===== config.mk =====
export PLATFORM = sky130hd
export DESIGN_NAME = cordic_dds_sched
export DESIGN_NICKNAME = d
export VERILOG_FILES = /design/src/rtl/cordic_dds_pkg.sv /design/src/rtl/cordic_dds_sched_tag_pipe.sv /design/src/rtl/cordic_dds_sched.sv
export SDC_FILE = /design/constraint.sdc
export NUM_CORES = 1
export LEC_CHECK = 0
export BUFFER_PORTS_ARGS = -buffer_cell sky130_fd_sc_hd__buf_2
export CORE_MARGIN = 4
export CORE_UTILIZATION = 51
export CTS_CLUSTER_SIZE = 12
export DETAILED_ROUTE_END_ITERATION = 6
export PLACE_DENSITY = 0.69
export SLEW_MARGIN = 20
export SYNTH_ARGS = -nofsm -noshare
export SYNTH_HDL_FRONTEND = slang
export SYNTH_SLANG_ARGS = --single-unit

===== constraint.sdc =====
create_clock -name clk_i -period 6.6 [get_ports clk_i]
set_input_delay 0.33 -clock clk_i [delete_from_list [all_inputs] [get_ports clk_i]]
set_output_delay 0.33 -clock clk_i [all_outputs]
set_load 0.02 [all_outputs]

===== src/rtl/cordic_dds_pkg.sv =====
// Shared constants, tag/fold types and helpers for the CORDIC DDS sample scheduler.
package cordic_dds_pkg;

  localparam logic [15:0] PHASE_MOD = 16'd36000;
  localparam logic [15:0] Q1        = 16'd9000;
  localparam logic [15:0] Q2        = 16'd18000;
  localparam logic [15:0] Q3        = 16'd27000;
  localparam int          TAG_CH_W  = 3;   // covers up to 8 channels

  typedef struct packed {
    logic                valid;
    logic [TAG_CH_W-1:0] ch;
    logic                sneg;
    logic                cneg;
  } tag_t;

  typedef struct packed {
    logic [15:0] angle;
    logic        sneg;
    logic        cneg;
  } fold_t;

  function automatic fold_t fold(input logic [15:0] p);
    fold_t f;
    if (p <= Q1) begin
      f.angle = p;             f.sneg = 1'b0; f.cneg = 1'b0;
    end else if (p <= Q2) begin
      f.angle = Q2 - p;        f.sneg = 1'b0; f.cneg = 1'b1;
    end else if (p <= Q3) begin
      f.angle = p - Q2;        f.sneg = 1'b1; f.cneg = 1'b1;
    end else begin
      f.angle = PHASE_MOD - p; f.sneg = 1'b1; f.cneg = 1'b0;
    end
    return f;
  endfunction

  // -128 has no positive twin in 8 bits, so its negation clamps to +127.
  function automatic logic [7:0] neg_sat(input logic [7:0] v);
    return (v == 8'h80) ? 8'h7f : (~v + 8'd1);
  endfunction

endpackage


===== src/rtl/cordic_dds_sched_tag_pipe.sv =====
// Fixed-depth shift register carrying sample tags alongside the shared CORDIC core.
module cordic_tag_pipe
  import cordic_dds_pkg::*;
#(
  parameter int DEPTH = 18
) (
  input  logic clk_i,
  input  logic rst_i,
  input  tag_t tag_i,
  output tag_t tag_o
);

  tag_t pipe_q [DEPTH];

  always_ff @(posedge clk_i) begin
    if (rst_i) begin
      for (int i = 0; i < DEPTH; i++) pipe_q[i] <= '0;
    end else begin
      pipe_q[0] <= tag_i;
      for (int i = 1; i < DEPTH; i++) pipe_q[i] <= pipe_q[i-1];
    end
  end

  assign tag_o = pipe_q[DEPTH-1];

endmodule


===== src/rtl/cordic_dds_sched.sv =====
// Multi-channel DDS scheduler: per-channel phase accumulators, round-robin issue
// into one shared CORDIC core, sign-corrected tagged sample output.
module cordic_dds_sched #(
  parameter  int N_CH       = 4,
  parameter  int CORDIC_LAT = 18,
  parameter  int PHASE_MOD  = 36000,
  localparam int CH_W       = $clog2(N_CH)
) (
  input  logic            clk_i,
  input  logic            rst_i,
  input  logic            cfg_we_i,
  input  logic [CH_W-1:0] cfg_ch_i,
  input  logic            cfg_en_i,
  input  logic [15:0]     cfg_fcw_i,
  input  logic [15:0]     cfg_phase_i,
  output logic            cfg_err_o,
  input  logic [N_CH-1:0] req_i,
  output logic [N_CH-1:0] req_ovf_o,
  output logic            cor_start_o,
  output logic [15:0]     cor_angle_o,
  input  logic [7:0]      cor_sin_i,
  input  logic [7:0]      cor_cos_i,
  output logic            smp_valid_o,
  output logic [CH_W-1:0] smp_ch_o,
  output logic [7:0]      smp_sin_o,
  output logic [7:0]      smp_cos_o
);
  import cordic_dds_pkg::*;

  logic [15:0]     phase_q [N_CH];
  logic [15:0]     phase_d [N_CH];
  logic [15:0]     fcw_q   [N_CH];
  logic [15:0]     fcw_d   [N_CH];
  logic [N_CH-1:0] en_q, en_d, pend_q, pend_d, ovf_q, ovf_d;
  logic [CH_W-1:0] last_q, last_d;
  logic [15:0]     angle_q, angle_d;
  tag_t            tag_q, tag_d, tag_out;
  logic            cfg_err_q, cfg_err_d, start_q;
  logic            smp_valid_q;
  logic [CH_W-1:0] smp_ch_q;
  logic [7:0]      smp_sin_q, smp_cos_q;

  logic            gnt_vld;
  logic [CH_W-1:0] gnt_ch;
  fold_t           fold_g;
  logic [16:0]     sum_g;
  logic            cfg_bad;

  // Round-robin: scan downward so the channel nearest after last_q wins.
  always_comb begin
    gnt_vld = 1'b0;
    gnt_ch  = '0;
    for (int k = N_CH; k >= 1; k--) begin
      if (pend_q[CH_W'((int'(last_q) + k) % N_CH)]) begin
        gnt_vld = 1'b1;
        gnt_ch  = CH_W'((int'(last_q) + k) % N_CH);
      end
    end
  end

  always_comb begin
    phase_d   = phase_q;
    fcw_d     = fcw_q;
    en_d      = en_q;
    pend_d    = pend_q;
    ovf_d     = ovf_q;
    last_d    = last_q;
    angle_d   = angle_q;
    tag_d     = '0;
    cfg_err_d = 1'b0;
    fold_g    = fold(phase_q[gnt_ch]);
    sum_g     = {1'b0, phase_q[gnt_ch]} + {1'b0, fcw_q[gnt_ch]};
    cfg_bad   = (cfg_fcw_i >= 16'(PHASE_MOD)) || (cfg_phase_i >= 16'(PHASE_MOD));

    if (gnt_vld) begin
      angle_d         = fold_g.angle;
      tag_d.valid     = 1'b1;
      tag_d.ch        = TAG_CH_W'(gnt_ch);
      tag_d.sneg      = fold_g.sneg;
      tag_d.cneg      = fold_g.cneg;
      phase_d[gnt_ch] = (sum_g >= 17'(PHASE_MOD)) ? 16'(sum_g - 17'(PHASE_MOD)) : sum_g[15:0];
      pend_d[gnt_ch]  = 1'b0;
      last_d          = gnt_ch;
    end

    for (int i = 0; i < N_CH; i++) begin
      if (req_i[i] && en_q[i]) begin
        if (pend_q[i] && !(gnt_vld && gnt_ch == CH_W'(i))) ovf_d[i]  = 1'b1;
        else                                               pend_d[i] = 1'b1;
      end
    end

    // A config write lands last so it overrides both the accumulator step and request capture.
    if (cfg_we_i) begin
      if (cfg_bad) begin
        cfg_err_d = 1'b1;
      end else begin
        en_d[cfg_ch_i]    = cfg_en_i;
        fcw_d[cfg_ch_i]   = cfg_fcw_i;
        phase_d[cfg_ch_i] = cfg_phase_i;
        pend_d[cfg_ch_i]  = 1'b0;
        ovf_d[cfg_ch_i]   = 1'b0;
      end
    end
  end

  always_ff @(posedge clk_i) begin
    if (rst_i) begin
      for (int i = 0; i < N_CH; i++) begin
        phase_q[i] <= '0;
        fcw_q[i]   <= '0;
      end
      en_q      <= '0;
      pend_q    <= '0;
      ovf_q     <= '0;
      last_q    <= CH_W'(N_CH - 1);
      angle_q   <= '0;
      tag_q     <= '0;
      cfg_err_q <= 1'b0;
      start_q   <= 1'b0;
    end else begin
      phase_q   <= phase_d;
      fcw_q     <= fcw_d;
      en_q      <= en_d;
      pend_q    <= pend_d;
      ovf_q     <= ovf_d;
      last_q    <= last_d;
      angle_q   <= angle_d;
      tag_q     <= tag_d;
      cfg_err_q <= cfg_err_d;
      start_q   <= 1'b1;
    end
  end

  // tag_q is registered with cor_angle, so the line output meets the core result.
  cordic_tag_pipe #(.DEPTH(CORDIC_LAT)) u_tag_pipe (
    .clk_i (clk_i),
    .rst_i (rst_i),
    .tag_i (tag_q),
    .tag_o (tag_out)
  );

  // A tag naming a channel beyond N_CH can never be issued, so it never counts as a sample.
  always_ff @(posedge clk_i) begin
    if (rst_i) begin
      smp_valid_q <= 1'b0;
      smp_ch_q    <= '0;
      smp_sin_q   <= '0;
      smp_cos_q   <= '0;
    end else begin
      smp_valid_q <= tag_out.valid && (int'(tag_out.ch) < N_CH);
      if (tag_out.valid) begin
        smp_ch_q  <= CH_W'(tag_out.ch);
        smp_sin_q <= tag_out.sneg ? neg_sat(cor_sin_i) : cor_sin_i;
        smp_cos_q <= tag_out.cneg ? neg_sat(cor_cos_i) : cor_cos_i;
      end
    end
  end

  assign cfg_err_o   = cfg_err_q;
  assign req_ovf_o   = ovf_q;
  assign cor_start_o = start_q;
  assign cor_angle_o = angle_q;
  assign smp_valid_o = smp_valid_q;
  assign smp_ch_o    = smp_ch_q;
  assign smp_sin_o   = smp_sin_q;
  assign smp_cos_o   = smp_cos_q;

endmodule

# After elaboration in Yosys (flattened, before gate mapping)
# Memory sizes are Yosys's and may differ from the RTL's.
# Cells that the tools add are included.
# W data, S select, Z words.
op_classes:
  n_reduce_logical: 28
  mux: 93
  n_bitwise: 30
  add_sub_neg: 11
  n_eq_ne: 5
  order_cmp: 19
op_table:
  columns: ["op", "n"]
  rows:
  - ["$bwmux W64", 3]
  - ["$mux W64", 3]
  - ["$mux W6", 19]
  - ["$mux W16", 7]
  - ["$bmux W16 S2", 2]
  - ["$demux W16 S2", 2]
  - ["$mux W18", 3]
  - ["$mux W1", 34]
  - ["$ge A16 B16 Y1 const B", 2]
  - ["$le A16 B15 Y1 const B", 2]
  - ["$mux W8", 4]
  - ["$mux W4", 5]
  - ["$or A1 B1 Y1", 18]
  - ["$add A16 B16 Y17", 1]
  - ["$ge A17 B16 Y1 const B", 1]
  - ["$logic_and A1 B1 Y1", 17]
  - ["$add A8 B1 Y8 const B", 2]
  - ["$eq A8 B8 Y1 const B", 2]
  - ["$le A16 B14 Y1 const B", 1]
  - ["$lt A2 B4 Y1 const B", 4]
  - ["$not A8 Y8", 2]
  - ["$sub A15 B16 Y16 const A", 1]
  - ["$sub A16 B15 Y16 const B", 1]
  - ["$sub A16 B16 Y16 const A", 1]
  - ["other kinds (25)", 49]
word_totals:
  register_bits: 185
  out_inout_bits: 41
  mem_count: 1
  inputBits: 58
  wordCells: 211
  ram_bits: 108
memory_table:
  columns: ["name", "words", "word_bits", "rd", "rd_ports_with_merged_regs", "wr", "line_no", "rtl"]
  rows:
  - ["u_tag_pipe.pipe_q", 18, 6, 18, 0, 18, "cordic_dds_sched_tag_pipe.sv:13", "tag_t pipe_q [DEPTH];"]

# Longest topological paths before layout
logic_depth:
  ltp_word: 20
  ltp_mapped: 29

# Cells and area by module
# From an unflattened synthesis, not the netlist that was laid out.
hier_totals:
  cells_unflattened: 1617
  area_unflattened_um2: 13679.4
by_module_without_submodules:
  columns: ["module", "seq_area_each_um2", "instances", "cells_per_inst", "area_per_inst_um2"]
  rows:
  - ["cordic_dds_sched", 3683.5, 1, 1383, 10686.5]
  - ["cordic_tag_pipe", 2162.1, 1, 234, 2992.9]

# Worst setup path after synthesis
# OpenSTA, ideal clock, no wires.
synth_path:
  kind: "register -> register"
  from: "register pend_q[1]"
  to: "register phase_q[40] (netlist bit)"
  arrival_ns: 5.471
  setup_slack_ns: 1.044
  synth_period_minus_slack_ns: 5.556
  required_ns: 6.516
  stages_incl_launch_ff: 26
  path_cell_list: "dfxtp_1 -> buf_6 -> o21ai_2 -> o221a_2 -> buf_4 -> buf_4 -> buf_1 -> buf_1 -> clkbuf_1 -> nand2_1 -> a31oi_1 -> ha_1 -> a21o_1 -> a21oi_1 -> o21bai_1 -> a21o_1 -> maj3_2 -> a21oi_1 -> xnor2_1 -> a211oi_1 -> o2111a_1 -> o21ba_1 -> buf_4 -> or3_4 -> and3_1 -> o31ai_2"
synth_via:
  elab_chain_len: 19
synth_lines:
  columns: ["element", "line_no", "rtl"]
  rows:
  - ["start, declared", "cordic_dds_sched.sv:34", "logic [N_CH-1:0] en_q, en_d, pend_q, pend_d, ovf_q, ovf_d;"]
  - ["start signal, assigned", "cordic_dds_sched.sv:125", "pend_q <= pend_d;"]
  - ["$bmux W1 S2", "cordic_dds_sched.sv:54", "if (pend_q[CH_W'((int'(last_q) + k) % N_CH)]) begin"]
  - ["$mux W1 (implied by the code) (2 in series)", "cordic_dds_sched.sv:54", null]
  - ["$mux W2 (4 in series)", "cordic_dds_sched.sv:54", null]
  - ["$not A2 Y3", "cordic_dds_sched.sv:72, cordic_dds_sched.sv:81", null]
  - ["$bmux W16 S2", "cordic_dds_sched.sv:72", "sum_g = {1'b0, phase_q[gnt_ch]} + {1'b0, fcw_q[gnt_ch]};"]
  - ["$mux W16 (implied by the code) (2 in series)", "cordic_dds_sched.sv:72", null]
  - ["$add A16 B16 Y17", "cordic_dds_sched.sv:72", null]
  - ["$sub A16 B16 Y16 or $ge A17 B16 Y1 (tied branches)", "cordic_dds_sched.sv:81", "phase_d[gnt_ch] = (sum_g >= 17'(PHASE_MOD)) ? 16'(sum_g - 17'(PHASE_MOD)) : sum_g[15:0];"]
  - ["$mux W16", "cordic_dds_sched.sv:81", null]
  - ["$bwmux W64", "cordic_dds_sched.sv:81", null]
  - ["$mux W64 (*)", "cordic_dds_sched.sv:75", "if (gnt_vld) begin"]
  - ["$bwmux W64", "cordic_dds_sched.sv:100", "phase_d[cfg_ch_i] = cfg_phase_i;"]
  - ["$mux W64", "cordic_dds_sched.sv:95", "if (cfg_bad) begin"]
  - ["$mux W64 (*)", "cordic_dds_sched.sv:94", "if (cfg_we_i) begin"]
  - ["end signal, assigned", "cordic_dds_sched.sv:122", "phase_q <= phase_d;"]
  - ["end, declared", "cordic_dds_sched.sv:30", "logic [15:0] phase_q [N_CH];"]
# Every way passes the cells marked *; elsewhere a longest branch is shown, timed or not. The select of a mux whose other input is x is not followed.
# A chain may end at the register's enable or synchronous reset.

# Final worst setup path
layout_path:
  from: "register pend_q[0]"
  to: "register phase_q[40] (netlist bit)"
# The elaborated chain is that of the path after synthesis.

==> impl_metrics.env <==
export IMPL_maxCapViolations=0
export IMPL_cts_made_buffers=29
export IMPL_fin_nets=1680
export IMPL_synthAdderAreaFrac_pct=2.26
export IMPL_synth_compound_area_share_pct=19.1
export IMPL_multi_input_area_mm2=0.00678
export IMPL_synth_seq_area_share_pct=43.1
export IMPL_cts_sinks=274
export IMPL_overflow=0
export IMPL_final_cells=1943
export IMPL_synth_ff_latch_count=274
export IMPL_worst_slack_ps=896
export IMPL_worst_pin_slew_ps=1050
export IMPL_synth_xor_area_share_pct=2.89
export IMPL_synth_top_family_by_area="simple AND/OR/NAND/NOR gates"
export IMPL_drive_gt1_share_pct=12.9
export IMPL_postPlaceCellArea_mm2=0.0135
export IMPL_grt_pass1_wl_um=57100
export IMPL_place_worst_setup_slack_ps=999
export IMPL_drcViolationCount=0
export IMPL_synth_ff_type="dfxtp_1"
export IMPL_clock_skew_ps=17.0
export IMPL_finalHoldViolCount=0
export IMPL_syn_to_final_growth_pct=12.7
export IMPL_max_stage_delay_ps=580
export IMPL_ant_nets=0
export IMPL_crit_path_cell_trace="o21ai_2, o221a_2, buf_4, nand2_1, and3_1, a31oi_1, ha_1, fa_1, a21oi_1, nor2_1, nor2_1, o21bai_1, maj3_2, xor2_1, inv_1, ha_1, o31ai_1, a211oi_1, o2111a_1, o21ba_1, buf_4, or3_4, and3_1, o31ai_2"
export IMPL_p_total_mw=3.52
export IMPL_ir_drop_uv=216
export IMPL_dpl_hpwl_um=23800
export IMPL_power_density_mw_per_mm2=245
export IMPL_leakage_nw=5.46
export IMPL_holdWs_ps=45.1
export IMPL_port_buffers=98
export IMPL_rsz0062_at_grt="false"
export IMPL_critPathBufInv=3
export IMPL_muxShareOfSynthArea_pct=4.80
export IMPL_place_gp_congestion=0.922
export IMPL_fin_util_pct=58.7
export IMPL_fin_crit_sh_pct=86.4
export IMPL_crit_path_start_kind="flop"
export IMPL_tritoncts="yes"
export IMPL_synth_edff_count=0
export IMPL_final_common_cell="nand2_1"
export IMPL_grt_pass1_vias=10563
export IMPL_period_needed_ps=5700
export IMPL_r2r_slack_ps=900
export IMPL_grt_max_degree=84
export IMPL_setup_tns_ps=0
export IMPL_drt_iter0_drc=1039
export IMPL_regArea_mm2=0.00549
export IMPL_htree_levels=1
export IMPL_cts_buffer_depth=3
export IMPL_cpMaxStageDelayCell="o221a_2"
export IMPL_place_inst=1896
export IMPL_synthesis_area_mm2=0.0127
export IMPL_die_w_um=166
export IMPL_vias_per_cell=5.83
export IMPL_clk_pin_slew_ps=60
export IMPL_fillers=2193
export IMPL_drtPass1Iterations=6
export IMPL_worstSetupEndpointType="flop"
export IMPL_status="completed"
export IMPL_io_pins=99
export IMPL_vias=11334
export IMPL_setup_viol=0
export IMPL_grt_antenna_before_repair=0
export IMPL_slew_viol_final=0
export IMPL_track_usage_pct=24.8
export IMPL_cp_top_family="compound AO/OA/AOI/OAI gates"
export IMPL_mostFrequentLayoutCells="nand2_1 (299), dfxtp_1 (274), nor2_1 (121), a21oi_1 (121), nor2b_1 (98)"
export IMPL_critPathMaxFanout=23
export IMPL_synth_simple_area_share_pct=24.0
export IMPL_die_area_mm2=0.0276
export IMPL_holdCritPathClass="input port to flop"
export IMPL_final_cell_area_mm2=0.0144
export IMPL_synth_nets=1621
export IMPL_cts_repair_resized=0
export IMPL_worstSkewPairLatency_ps=540
export IMPL_worstPathRequired_ps=7050
export IMPL_synthCells=1544
export IMPL_path_class="flop to flop"
export IMPL_start_util_pct=52.0
export IMPL_cp_arrival_ps=6160
export IMPL_routedWlPerCell_um=18.3
export IMPL_clock_fmax_mhz=175
export IMPL_cts_root_buf="clkbuf_16"
export IMPL_synth_warnings=0
export IMPL_synthArstFlopShare_pct=0
export IMPL_fp_dieH_um=166
export IMPL_core_mm2=0.0245
export IMPL_synth_area_per_cell_um2=8.25
export IMPL_rows=57
export IMPL_slew_headroom_pct=29.8
export IMPL_cts_hold_buffers=0
export IMPL_yosysUniqueCellTypes=78
export IMPL_cts_setup_buffers=0
export IMPL_wl_um=35600
registers in the layout, indices dropped and copies added (netlist names), 2 cells and up:
name / flops
cor_angle_o: 16
en_q: 4
fcw_q: 64
last_q: 2
pend_q: 4
phase_q: 64
req_ovf_o: 4
smp_ch_o: 2
smp_cos_o: 8
smp_sin_o: 8
tag_q: 5
u_tag_pipe.pipe_q: 90
layout make-up:
class | instances | share of cell area [%]
multi-input combinational | 1147 | 47.2
sequential | 274 | 38.2
clock buffer | 41 | 5.72
timing repair buffer | 133 | 5.29
tap | 324 | 2.82
inverter | 18 | 0.471
clock inverter | 5 | 0.227
antenna | 1 | 0.0174
routing by layer:
layer / vias up / global-route usage [%] / part of all wire (%)
li1: 5514 / - / -
met1: 5251 / 34.6 / 45
met2: 470 / 38.2 / 43
met3: 99 / 4.86 / 7.7
met4: 0 / 9.47 / 4.0
met5: - / 0 / 0
logic make-up after synthesis:
| group | count (synthesis) |
|---|---|
| AND/OR/NAND/NOR | 659 |
| multiplexers | 58 |
| adder cells (fa/ha/maj) | 23 |
| buffers and inverters | 123 |
| XOR/XNOR | 42 |
| flip-flops | 274 |
| AO/OA/AOI/OAI | 365 |
path summary, 6_finish.rpt:
kind | start | endpoint | depth (start not counted)
setup / recovery | pend_q[0]$_SDFF_PP0_ | phase_q[40]$_SDFF_PP0_ | 24
hold / removal | cfg_we_i | cfg_err_o$_SDFF_PP0_ | 2
setup reg to reg | pend_q[0]$_SDFF_PP0_ | phase_q[40]$_SDFF_PP0_ | 24
hold reg to reg | u_tag_pipe.pipe_q[0][3]$_SDFF_PP0_ | u_tag_pipe.pipe_q[0][9]$_SDFF_PP0_ | 1
cells in the mapped netlist (7+ instances only):
library cell	instances	share of area (%)
nand2_1	301	8.9
dfxtp_1	274	43
nor2_1	123	3.6
a21oi_1	121	4.8
nor2b_1	98	4.8
clkbuf_1	88	2.6
mux2i_1	52	4.1
nor3_1	34	1.3
a211oi_1	30	1.8
o21ai_0	28	1.1
a31oi_1	26	1.3
and3_1	26	1.3
xor2_1	24	1.7
nand3_1	20	0.79
o211ai_1	20	1.2
ha_1	18	1.8
inv_1	18	0.53
xnor2_1	18	1.2
o22ai_1	17	0.84
o21ai_1	16	0.63
o31ai_1	13	0.77
a311oi_1	10	0.69
or3_1	10	0.49
nand4_1	9	0.44
nand2b_1	8	0.39
a21o_1	7	0.41
o21bai_1	7	0.41
report_power, final:
part | total (mW) | internal (mW) | switching, mW
registers | 1.69 | 1.68 | 0.0138
clock network | 1.48 | 0.852 | 0.627
logic | 0.351 | 0.116 | 0.235
total | 3.52 | 2.65 | 0.876
Power figures use the tool's default switching activity.
